`config.mk`:
```
export PLATFORM = sky130hd
export DESIGN_NAME = s2mm_ring_sched_flat
export DESIGN_NICKNAME = d
export VERILOG_FILES = /design/src/rtl/s2mm_ring_sched_pkg.sv /design/src/rtl/s2mm_ring_sched_if.sv /design/src/rtl/s2mm_ring_sched_ring_ptr.sv /design/src/rtl/s2mm_ring_sched.sv /design/src/flat_wrapper.sv
export SDC_FILE = /design/constraint.sdc
export NUM_CORES = 1
export LEC_CHECK = 0
export ABC_AREA = 1
export CAP_MARGIN = 20
export CORE_ASPECT_RATIO = 1.75
export CORE_UTILIZATION = 50
export CTS_CLUSTER_SIZE = 14
export DETAILED_ROUTE_END_ITERATION = 7
export PLACE_DENSITY = 0.8
export REMOVE_ABC_BUFFERS = 1
export SETUP_SLACK_MARGIN = 0.5
export SLEW_MARGIN = 0
export SYNTH_ARGS = -nofsm -noshare
export SYNTH_HDL_FRONTEND = slang
export SYNTH_SLANG_ARGS = --single-unit
```
`constraint.sdc`:
```
create_clock -name clk -period 4.6 [get_ports clk]
set_input_delay 0.92 -clock clk [delete_from_list [all_inputs] [get_ports clk]]
set_output_delay 0.92 -clock clk [all_outputs]
set_load 0.02 [all_outputs]
```
`src/rtl/s2mm_ring_sched_pkg.sv`:
```
// Shared constants and types for the s2mm ring scheduler.
package s2mm_ring_sched_pkg;

    // Engine PS register indices
    localparam logic [1:0] S2MM_REG_ADDR  = 2'd0;
    localparam logic [1:0] S2MM_REG_VALID = 2'd1;
    localparam logic [1:0] S2MM_REG_ERROR = 2'd2;

    // Scheduler states
    typedef enum logic [2:0] {
        IDLE,
        PROG,
        WRESP,
        ARMED,
        RDERR,
        REPORT,
        FULL
    } state_t;

endpackage

```
`src/rtl/s2mm_ring_sched_if.sv`:
```
// Bus bundle between the scheduler, the engine PS port, the stream tap
// and the completion consumer. Signal suffixes are from the scheduler's view.
interface s2mm_ring_sched_if #(
    parameter int CNT_W     = 4,
    parameter int LEN_WIDTH = 16
) ();
    logic                 ps_wvalid_o;
    logic [1:0]           ps_waddr_o;
    logic [31:0]          ps_wdata_o;
    logic                 ps_wready_i;
    logic                 ps_wresp_i;
    logic                 ps_arvalid_o;
    logic [1:0]           ps_raddr_o;
    logic [31:0]          ps_rdata_i;
    logic                 ps_rvalid_i;
    logic                 tap_valid_i;
    logic                 tap_ready_i;
    logic                 tap_last_i;
    logic                 cmp_valid_o;
    logic                 cmp_ready_i;
    logic [CNT_W-1:0]     cmp_idx_o;
    logic [LEN_WIDTH-1:0] cmp_bytes_o;
    logic                 cmp_err_o;

    modport master (
        output ps_wvalid_o, ps_waddr_o, ps_wdata_o, ps_arvalid_o, ps_raddr_o,
        output cmp_valid_o, cmp_idx_o, cmp_bytes_o, cmp_err_o,
        input  ps_wready_i, ps_wresp_i, ps_rdata_i, ps_rvalid_i,
        input  tap_valid_i, tap_ready_i, tap_last_i, cmp_ready_i
    );

    modport slave (
        input  ps_wvalid_o, ps_waddr_o, ps_wdata_o, ps_arvalid_o, ps_raddr_o,
        input  cmp_valid_o, cmp_idx_o, cmp_bytes_o, cmp_err_o,
        output ps_wready_i, ps_wresp_i, ps_rdata_i, ps_rvalid_i,
        output tap_valid_i, tap_ready_i, tap_last_i, cmp_ready_i
    );
endinterface

```
`src/rtl/s2mm_ring_sched_ring_ptr.sv`:
```
// Ring position: buffer index and its address, wrapping back to the
// base after the last buffer of the ring.
module s2mm_ring_ptr #(
    parameter int ADDR_WIDTH = 32,
    parameter int CNT_W      = 4
) (
    input  logic                  clk,
    input  logic                  rst_n,
    input  logic                  load_i,
    input  logic [ADDR_WIDTH-1:0] base_i,
    input  logic [ADDR_WIDTH-1:0] stride_i,
    input  logic [CNT_W-1:0]      count_i,
    input  logic                  adv_i,
    output logic [CNT_W-1:0]      idx_o,
    output logic [ADDR_WIDTH-1:0] addr_o
);
    logic [ADDR_WIDTH-1:0] base_q, base_d, stride_q, stride_d, addr_q, addr_d;
    logic [CNT_W-1:0]      count_q, count_d, idx_q, idx_d;

    // Next pointer: load restarts at buffer 0, advance steps or wraps
    always_comb begin
        base_d   = base_q;
        stride_d = stride_q;
        count_d  = count_q;
        idx_d    = idx_q;
        addr_d   = addr_q;
        if (load_i) begin
            base_d   = base_i;
            stride_d = stride_i;
            count_d  = count_i;
            idx_d    = '0;
            addr_d   = base_i;
        end else if (adv_i) begin
            if (idx_q == count_q - CNT_W'(1)) begin
                idx_d  = '0;
                addr_d = base_q;
            end else begin
                idx_d  = idx_q + CNT_W'(1);
                addr_d = addr_q + stride_q;
            end
        end
    end

    // Pointer registers
    always_ff @(posedge clk) begin
        if (!rst_n) begin
            base_q   <= '0;
            stride_q <= '0;
            count_q  <= '0;
            idx_q    <= '0;
            addr_q   <= '0;
        end else begin
            base_q   <= base_d;
            stride_q <= stride_d;
            count_q  <= count_d;
            idx_q    <= idx_d;
            addr_q   <= addr_d;
        end
    end

    assign idx_o  = idx_q;
    assign addr_o = addr_q;
endmodule

```
`src/rtl/s2mm_ring_sched.sv`:
```
// Arms one s2mm engine buffer-by-buffer around a ring, watches the
// stream for frame ends, reads the error flag and emits one completion
// per frame while never arming a buffer software still owns.
module s2mm_ring_sched
    import s2mm_ring_sched_pkg::*;
#(
    parameter int ADDR_WIDTH = 32,
    parameter int DATA_WIDTH = 32,
    parameter int MAX_BUFS   = 8,
    parameter int LEN_WIDTH  = 16,
    localparam int CNT_W     = $clog2(MAX_BUFS + 1)
) (
    input  logic                  clk,
    input  logic                  rst_n,
    input  logic                  start_i,
    input  logic                  stop_i,
    input  logic [ADDR_WIDTH-1:0] cfg_base_i,
    input  logic [ADDR_WIDTH-1:0] cfg_stride_i,
    input  logic [CNT_W-1:0]      cfg_count_i,
    input  logic                  rel_i,
    output logic                  busy_o,
    output logic                  full_o,
    output logic                  drop_o,
    s2mm_ring_sched_if.master     bus
);
    localparam int BPB   = DATA_WIDTH / 8;
    localparam int PROD_W = LEN_WIDTH + 8;

    state_t                state_q, state_d;
    logic [CNT_W-1:0]      count_q, count_d, out_q, out_d;
    logic [LEN_WIDTH-1:0]  beats_q, beats_d;
    logic                  err_q, err_d, stop_pend_q, stop_pend_d, drop_q, drop_d;
    logic                  load, adv, tap_beat, accept;
    logic [CNT_W-1:0]      idx;
    logic [ADDR_WIDTH-1:0] cur_addr;
    logic [PROD_W-1:0]     prod;
    logic [LEN_WIDTH-1:0]  bytes_sat;
    logic                  rdata_unused;

    s2mm_ring_ptr #(.ADDR_WIDTH(ADDR_WIDTH), .CNT_W(CNT_W)) u_ptr (
        .clk      (clk),
        .rst_n    (rst_n),
        .load_i   (load),
        .base_i   (cfg_base_i),
        .stride_i (cfg_stride_i),
        .count_i  (cfg_count_i),
        .adv_i    (adv),
        .idx_o    (idx),
        .addr_o   (cur_addr)
    );

    assign tap_beat     = bus.tap_valid_i & bus.tap_ready_i;
    assign accept       = (state_q == REPORT) & bus.cmp_ready_i;
    assign rdata_unused = ^bus.ps_rdata_i[31:1];

    // Byte count of the frame, clipped to the completion field width
    always_comb begin
        prod      = PROD_W'(beats_q) * PROD_W'(BPB);
        bytes_sat = (|prod[PROD_W-1:LEN_WIDTH]) ? '1 : prod[LEN_WIDTH-1:0];
    end

    // Next-state, ownership count, stop/drop tracking
    always_comb begin
        state_d     = state_q;
        count_d     = count_q;
        beats_d     = beats_q;
        err_d       = err_q;
        stop_pend_d = stop_pend_q;
        drop_d      = drop_q;
        out_d       = out_q;
        load        = 1'b0;
        adv         = 1'b0;

        // A release and an accept in the same cycle cancel out
        if (accept && !rel_i)
            out_d = out_q + CNT_W'(1);
        else if (!accept && rel_i && out_q != '0)
            out_d = out_q - CNT_W'(1);

        if (tap_beat && state_q != ARMED)
            drop_d = 1'b1;
        if (stop_i && state_q != IDLE && state_q != FULL)
            stop_pend_d = 1'b1;

        case (state_q)
            IDLE: begin
                if (start_i && cfg_count_i != '0) begin
                    state_d     = PROG;
                    count_d     = cfg_count_i;
                    load        = 1'b1;
                    out_d       = '0;
                    drop_d      = 1'b0;
                    stop_pend_d = 1'b0;
                end
            end
            PROG:  if (bus.ps_wready_i) state_d = WRESP;
            WRESP: begin
                if (bus.ps_wresp_i) begin
                    state_d = ARMED;
                    beats_d = '0;
                end
            end
            ARMED: begin
                if (tap_beat) begin
                    if (beats_q != '1)
                        beats_d = beats_q + LEN_WIDTH'(1);
                    if (bus.tap_last_i)
                        state_d = RDERR;
                end
            end
            RDERR: begin
                if (bus.ps_rvalid_i) begin
                    err_d   = bus.ps_rdata_i[0];
                    state_d = REPORT;
                end
            end
            REPORT: begin
                if (bus.cmp_ready_i) begin
                    adv = 1'b1;
                    if (stop_pend_q || stop_i) begin
                        state_d     = IDLE;
                        stop_pend_d = 1'b0;
                    end else if (out_d == count_q) begin
                        state_d = FULL;
                    end else begin
                        state_d = PROG;
                    end
                end
            end
            FULL: begin
                if (stop_i) begin
                    state_d     = IDLE;
                    stop_pend_d = 1'b0;
                end else if (rel_i) begin
                    state_d = PROG;
                end
            end
            default: state_d = IDLE;
        endcase
    end

    // State and bookkeeping registers
    always_ff @(posedge clk) begin
        if (!rst_n) begin
            state_q     <= IDLE;
            count_q     <= '0;
            beats_q     <= '0;
            err_q       <= 1'b0;
            stop_pend_q <= 1'b0;
            drop_q      <= 1'b0;
            out_q       <= '0;
        end else begin
            state_q     <= state_d;
            count_q     <= count_d;
            beats_q     <= beats_d;
            err_q       <= err_d;
            stop_pend_q <= stop_pend_d;
            drop_q      <= drop_d;
            out_q       <= out_d;
        end
    end

    // Outputs decoded from state; fields read zero outside their phase
    always_comb begin
        bus.ps_wvalid_o  = (state_q == PROG);
        bus.ps_waddr_o   = S2MM_REG_ADDR;
        bus.ps_wdata_o   = (state_q == PROG) ? 32'(cur_addr) : 32'd0;
        bus.ps_arvalid_o = (state_q == RDERR);
        bus.ps_raddr_o   = (state_q == RDERR) ? S2MM_REG_ERROR : 2'd0;
        bus.cmp_valid_o  = (state_q == REPORT);
        bus.cmp_idx_o    = (state_q == REPORT) ? idx : '0;
        bus.cmp_bytes_o  = (state_q == REPORT) ? bytes_sat : '0;
        bus.cmp_err_o    = (state_q == REPORT) ? err_q : 1'b0;
        busy_o           = (state_q != IDLE);
        full_o           = (state_q == FULL);
        drop_o           = drop_q;
    end
endmodule
```
`src/flat_wrapper.sv`:
```
// flat-port wrapper written by rule: the top's interface ports become plain ports
module s2mm_ring_sched_flat import s2mm_ring_sched_pkg::*;
#(
    parameter int ADDR_WIDTH = 32,
    parameter int DATA_WIDTH = 32,
    parameter int MAX_BUFS   = 8,
    parameter int LEN_WIDTH  = 16,
    localparam int CNT_W     = $clog2(MAX_BUFS + 1)
)
  (clk, rst_n, start_i, stop_i, cfg_base_i, cfg_stride_i, cfg_count_i, rel_i, busy_o, full_o, drop_o, bus_ps_wvalid_o, bus_ps_waddr_o, bus_ps_wdata_o, bus_ps_arvalid_o, bus_ps_raddr_o, bus_cmp_valid_o, bus_cmp_idx_o, bus_cmp_bytes_o, bus_cmp_err_o, bus_ps_wready_i, bus_ps_wresp_i, bus_ps_rdata_i, bus_ps_rvalid_i, bus_tap_valid_i, bus_tap_ready_i, bus_tap_last_i, bus_cmp_ready_i);
  s2mm_ring_sched_if #(.LEN_WIDTH(LEN_WIDTH)) bus_i ();
  input  logic clk;
  input  logic rst_n;
  input  logic start_i;
  input  logic stop_i;
  input  logic [ADDR_WIDTH-1:0] cfg_base_i;
  input  logic [ADDR_WIDTH-1:0] cfg_stride_i;
  input  logic [CNT_W-1:0] cfg_count_i;
  input  logic rel_i;
  output logic busy_o;
  output logic full_o;
  output logic drop_o;
  output wire logic [$bits(bus_i.ps_wvalid_o)-1:0] bus_ps_wvalid_o;
  output wire logic [$bits(bus_i.ps_waddr_o)-1:0] bus_ps_waddr_o;
  output wire logic [$bits(bus_i.ps_wdata_o)-1:0] bus_ps_wdata_o;
  output wire logic [$bits(bus_i.ps_arvalid_o)-1:0] bus_ps_arvalid_o;
  output wire logic [$bits(bus_i.ps_raddr_o)-1:0] bus_ps_raddr_o;
  output wire logic [$bits(bus_i.cmp_valid_o)-1:0] bus_cmp_valid_o;
  output wire logic [$bits(bus_i.cmp_idx_o)-1:0] bus_cmp_idx_o;
  output wire logic [$bits(bus_i.cmp_bytes_o)-1:0] bus_cmp_bytes_o;
  output wire logic [$bits(bus_i.cmp_err_o)-1:0] bus_cmp_err_o;
  input wire logic [$bits(bus_i.ps_wready_i)-1:0] bus_ps_wready_i;
  input wire logic [$bits(bus_i.ps_wresp_i)-1:0] bus_ps_wresp_i;
  input wire logic [$bits(bus_i.ps_rdata_i)-1:0] bus_ps_rdata_i;
  input wire logic [$bits(bus_i.ps_rvalid_i)-1:0] bus_ps_rvalid_i;
  input wire logic [$bits(bus_i.tap_valid_i)-1:0] bus_tap_valid_i;
  input wire logic [$bits(bus_i.tap_ready_i)-1:0] bus_tap_ready_i;
  input wire logic [$bits(bus_i.tap_last_i)-1:0] bus_tap_last_i;
  input wire logic [$bits(bus_i.cmp_ready_i)-1:0] bus_cmp_ready_i;
  assign bus_ps_wvalid_o = bus_i.ps_wvalid_o;
  assign bus_ps_waddr_o = bus_i.ps_waddr_o;
  assign bus_ps_wdata_o = bus_i.ps_wdata_o;
  assign bus_ps_arvalid_o = bus_i.ps_arvalid_o;
  assign bus_ps_raddr_o = bus_i.ps_raddr_o;
  assign bus_cmp_valid_o = bus_i.cmp_valid_o;
  assign bus_cmp_idx_o = bus_i.cmp_idx_o;
  assign bus_cmp_bytes_o = bus_i.cmp_bytes_o;
  assign bus_cmp_err_o = bus_i.cmp_err_o;
  assign bus_i.ps_wready_i = bus_ps_wready_i;
  assign bus_i.ps_wresp_i = bus_ps_wresp_i;
  assign bus_i.ps_rdata_i = bus_ps_rdata_i;
  assign bus_i.ps_rvalid_i = bus_ps_rvalid_i;
  assign bus_i.tap_valid_i = bus_tap_valid_i;
  assign bus_i.tap_ready_i = bus_tap_ready_i;
  assign bus_i.tap_last_i = bus_tap_last_i;
  assign bus_i.cmp_ready_i = bus_cmp_ready_i;
  s2mm_ring_sched #(.ADDR_WIDTH(ADDR_WIDTH), .DATA_WIDTH(DATA_WIDTH), .MAX_BUFS(MAX_BUFS), .LEN_WIDTH(LEN_WIDTH)) u_core (.clk(clk), .rst_n(rst_n), .start_i(start_i), .stop_i(stop_i), .cfg_base_i(cfg_base_i), .cfg_stride_i(cfg_stride_i), .cfg_count_i(cfg_count_i), .rel_i(rel_i), .busy_o(busy_o), .full_o(full_o), .drop_o(drop_o), .bus(bus_i));
endmodule
```
==> results.py <==
metrics = {
    "timing": {
        "layout_min_cycle_time_ns": 3.71,
        "setup_viol": 0,
        "relSlewSlack_pct": 32.9,
        "rsz0062_at_grt": "false",
        "maxSlewViolCount": 0,
        "max_freq_mhz": 269,
        "fin_crit_sh_pct": 80.7,
        "clock_skew_ns": 0.0134,
        "tns_ns": 0,
        "worst_pin_slew_ns": 1.01,
        "fin_hold_ws_ns": 0.454,
        "finalHoldViolCount": 0,
        "setup_ws_ns": 0.889,
    },
    "logic_synthesis": {
        "synthFlopType": "dfxtp_1",
        "ys_top_cells_by_area": "dfxtp_1 32%, nand2_1 11%, nor2_1 8.0%",
        "synth_area_leader_cell": "dfxtp_1",
        "synthArstFlopShare_pct": 0,
        "yosys_register_bits": 130,
        "ys_seq_area_share_pct": 32.3,
        "synth_edf_count": 0,
        "syn_avg_cell_area_um2": 6.49,
        "synth.top_cell.area_share_pct": 32.3,
        "yosysWarnings": 0,
        "ys_types": 39,
        "netlist_instances": 1242,
        "netlist_area_mm2": 0.00806,
    },
    "drt": {
        "wl_per_cell_um": 15.7,
        "vias_per_cell": 5.48,
        "drtAntennaViolNets": 0,
        "drt_iter0_drc": 426,
        "drcViolationCount": 11,
        "first_pass_iters": 8,
        "vias": 8541,
        "wl_mm": 24.5,
    },
    "layout": {
        "multi_input_area_mm2": 0.00466,
        "regArea_mm2": 0.00260,
        "fin_area_mm2": 0.0101,
        "final_cell_mix": "243 x nand2_1, 172 x nor2_1, 144 x inv_1, 139 x clkdlybuf4s50_1, 130 x dfxtp_1",
        "antenna_cells": 0,
        "syn_to_final_growth_pct": 25.6,
        "fillCellCount": 1508,
        "final_common_cell": "nand2_1",
        "drive_gt1_share_pct": 4.67,
        "fin_cells": 1559,
        "utilization_pct": 64.1,
        "final_net_count": 1506,
    },
    "clocking": {
        "numCtsBuffers": 17,
        "cts-root-buf": "clkbuf_16",
        "post_cts_resized": 0,
        "cts_tree": "yes",
        "post_cts_buffers": 0,
        "cts_max_level": 4,
        "postCtsHoldBufs": 0,
        "cts_sinks": 130,
        "clock_latency_ns": 0.42,
        "clk_pin_slew_ns": 0.06,
        "clock_path_buffers": 2,
    },
    "hold_path": {
        "hold_class": "reg2reg",
    },
    "setup_path": {
        "slowest_stage": "clkdlybuf4s50_1",
        "worstSetupStartpointType": "flop",
        "crit_path_end_kind": "output pin",
        "crit_chain": "inv_2, nor2_2, nand2_1, buf_4, nor2_1, clkdlybuf4s50_1",
        "crit_required_ns": 3.68,
        "cpPeakStageDelay_ns": 0.61,
        "critPathKind": "reg2out",
        "critPathMaxFanout": 19,
        "crit_arrival_ns": 2.79,
    },
    "power_and_ir_drop": {
        "total_power_mw": 5.40,
        "peakVddDrop_mv": 0.316,
        "leakage_nw": 4.27,
        "cellPowerDensity_mw_per_mm2": 534,
    },
    "placed_design": {
        "dp_hpwl_mm": 18.3,
        "dp.cells": 1527,
        "portBuffers": 140,
        "preCtsSetupSlack_ns": 1.27,
        "dpl_cell_area_mm2": 0.00952,
        "gp_congestion": 1.04,
    },
    "floorplanning": {
        "num_io_pins": 175,
        "die_w_um": 98.0,
        "initial_core_util_pct": 51.0,
        "floorplan.rows": 61,
        "core_mm2": 0.0158,
        "die_h_um": 170,
        "die_area_mm2": 0.0167,
    },
    "grt": {
        "grt_max_degree": 70,
        "grt_pass1_wl_mm": 39.3,
        "grt_pass1_vias": 8204,
        "grt-ovfl-total": 0,
        "grt_usage_pct": 29.8,
        "antenna_found_initial": 0,
    },
    "run_status": {
        "violations": "design-rule violations",
        "status": "complete, but fails checks",
    },
    "run": {
        "cap_viol_max_count": 0,
    },
}
-- cell type report --
cell class                 instances  share of cell area (%)
sequential                       130                    25.7
multi-input combinational        911                    46.0
inverter                         149                    5.53
tap                              189                    2.34
clock inverter                    14                    1.66
timing repair buffer             148                    14.4
clock buffer                      18                    4.34
-- per-layer routing --
layer / vias to the layer above / track usage, % / share of wire (%)
met4: 0 / 19.0 / 5.4
met5: - / 0 / 0
met3: 76 / 3.94 / 4.0
met1: 3848 / 30.5 / 37
met2: 290 / 56.4 / 53
li1: 4327 / - / -
-- synth_stat cells, types with 4 or more instances --
cell type and n:
o22ai_1 15, nand2_1 243, nor2_1 172, dfxtp_1 130, a31oi_1 15, buf_2 13, nor4_1 6, clkbuf_1 34
o211ai_1 12, inv_1 145, a21oi_1 112, nand4_1 16, nand3_1 70, nor3_1 16, o21ai_0 127, o21bai_1 5
o21a_1 5, buf_4 7, xor2_1 11, xnor2_1 12, inv_2 4, a21o_1 6, a211oi_1 5, ha_1 36
-- state kept, by name, indices dropped and copies added (netlist names) --
name / cells
u_core.beats_q: 16
u_core.count_q: 1
u_core.drop_o: 1
u_core.err_q: 1
u_core.out_q: 4
u_core.state_q: 3
u_core.stop_pend_q: 1
u_core.u_ptr.addr_o: 32
u_core.u_ptr.base_q: 32
u_core.u_ptr.count_q: 3
u_core.u_ptr.idx_o: 4
u_core.u_ptr.stride_q: 32
-- power by group --
part | internal, mW | switching (mW) | leakage [nW] | total [mW]
clock network | 0.833 | 0.567 | 0.293 | 1.40
registers | 1.41 | 0.210 | 1.07 | 1.62
logic | 0.866 | 1.52 | 2.91 | 2.38
total | 3.11 | 2.30 | 4.27 | 5.40
-- logic make-up (layout without fill, tap and decap cells) --
kind of cell	Yosys count	in the layout	synth area share (%)
AND/OR/NAND/NOR	543	543	28.8
adder cells (fa/ha/maj)	37	37	5.84
buffers and inverters	203	329	9.98
flip-flops	130	130	32.3
other	1	3	0.0465
XOR/XNOR	23	23	2.50
AO/OA/AOI/OAI	305	305	20.5
-- final timing paths --
kind | cells past startpoint | from | slack [ns] | to
hold / removal | 2 | u_core.u_ptr.base_q[19] | 0.45 | u_core.u_ptr.base_q[19]
setup reg to reg | 6 | u_core.state_q[2] | 1.86 | u_core.u_ptr.addr_o[12]
hold reg to reg | 2 | u_core.u_ptr.base_q[19] | 0.45 | u_core.u_ptr.base_q[19]
setup / recovery | 6 | u_core.state_q[0] | 0.89 | bus_ps_wdata_o[29]
-- critical path: cells and delay by family, from the launching register on --
family / cells / cell delay, ns
flip-flops: 1 / 0.47
buffers and inverters: 3 / 1.15
AND/OR/NAND/NOR: 3 / 0.75
No activity file was read; power rests on OpenSTA's default activity.
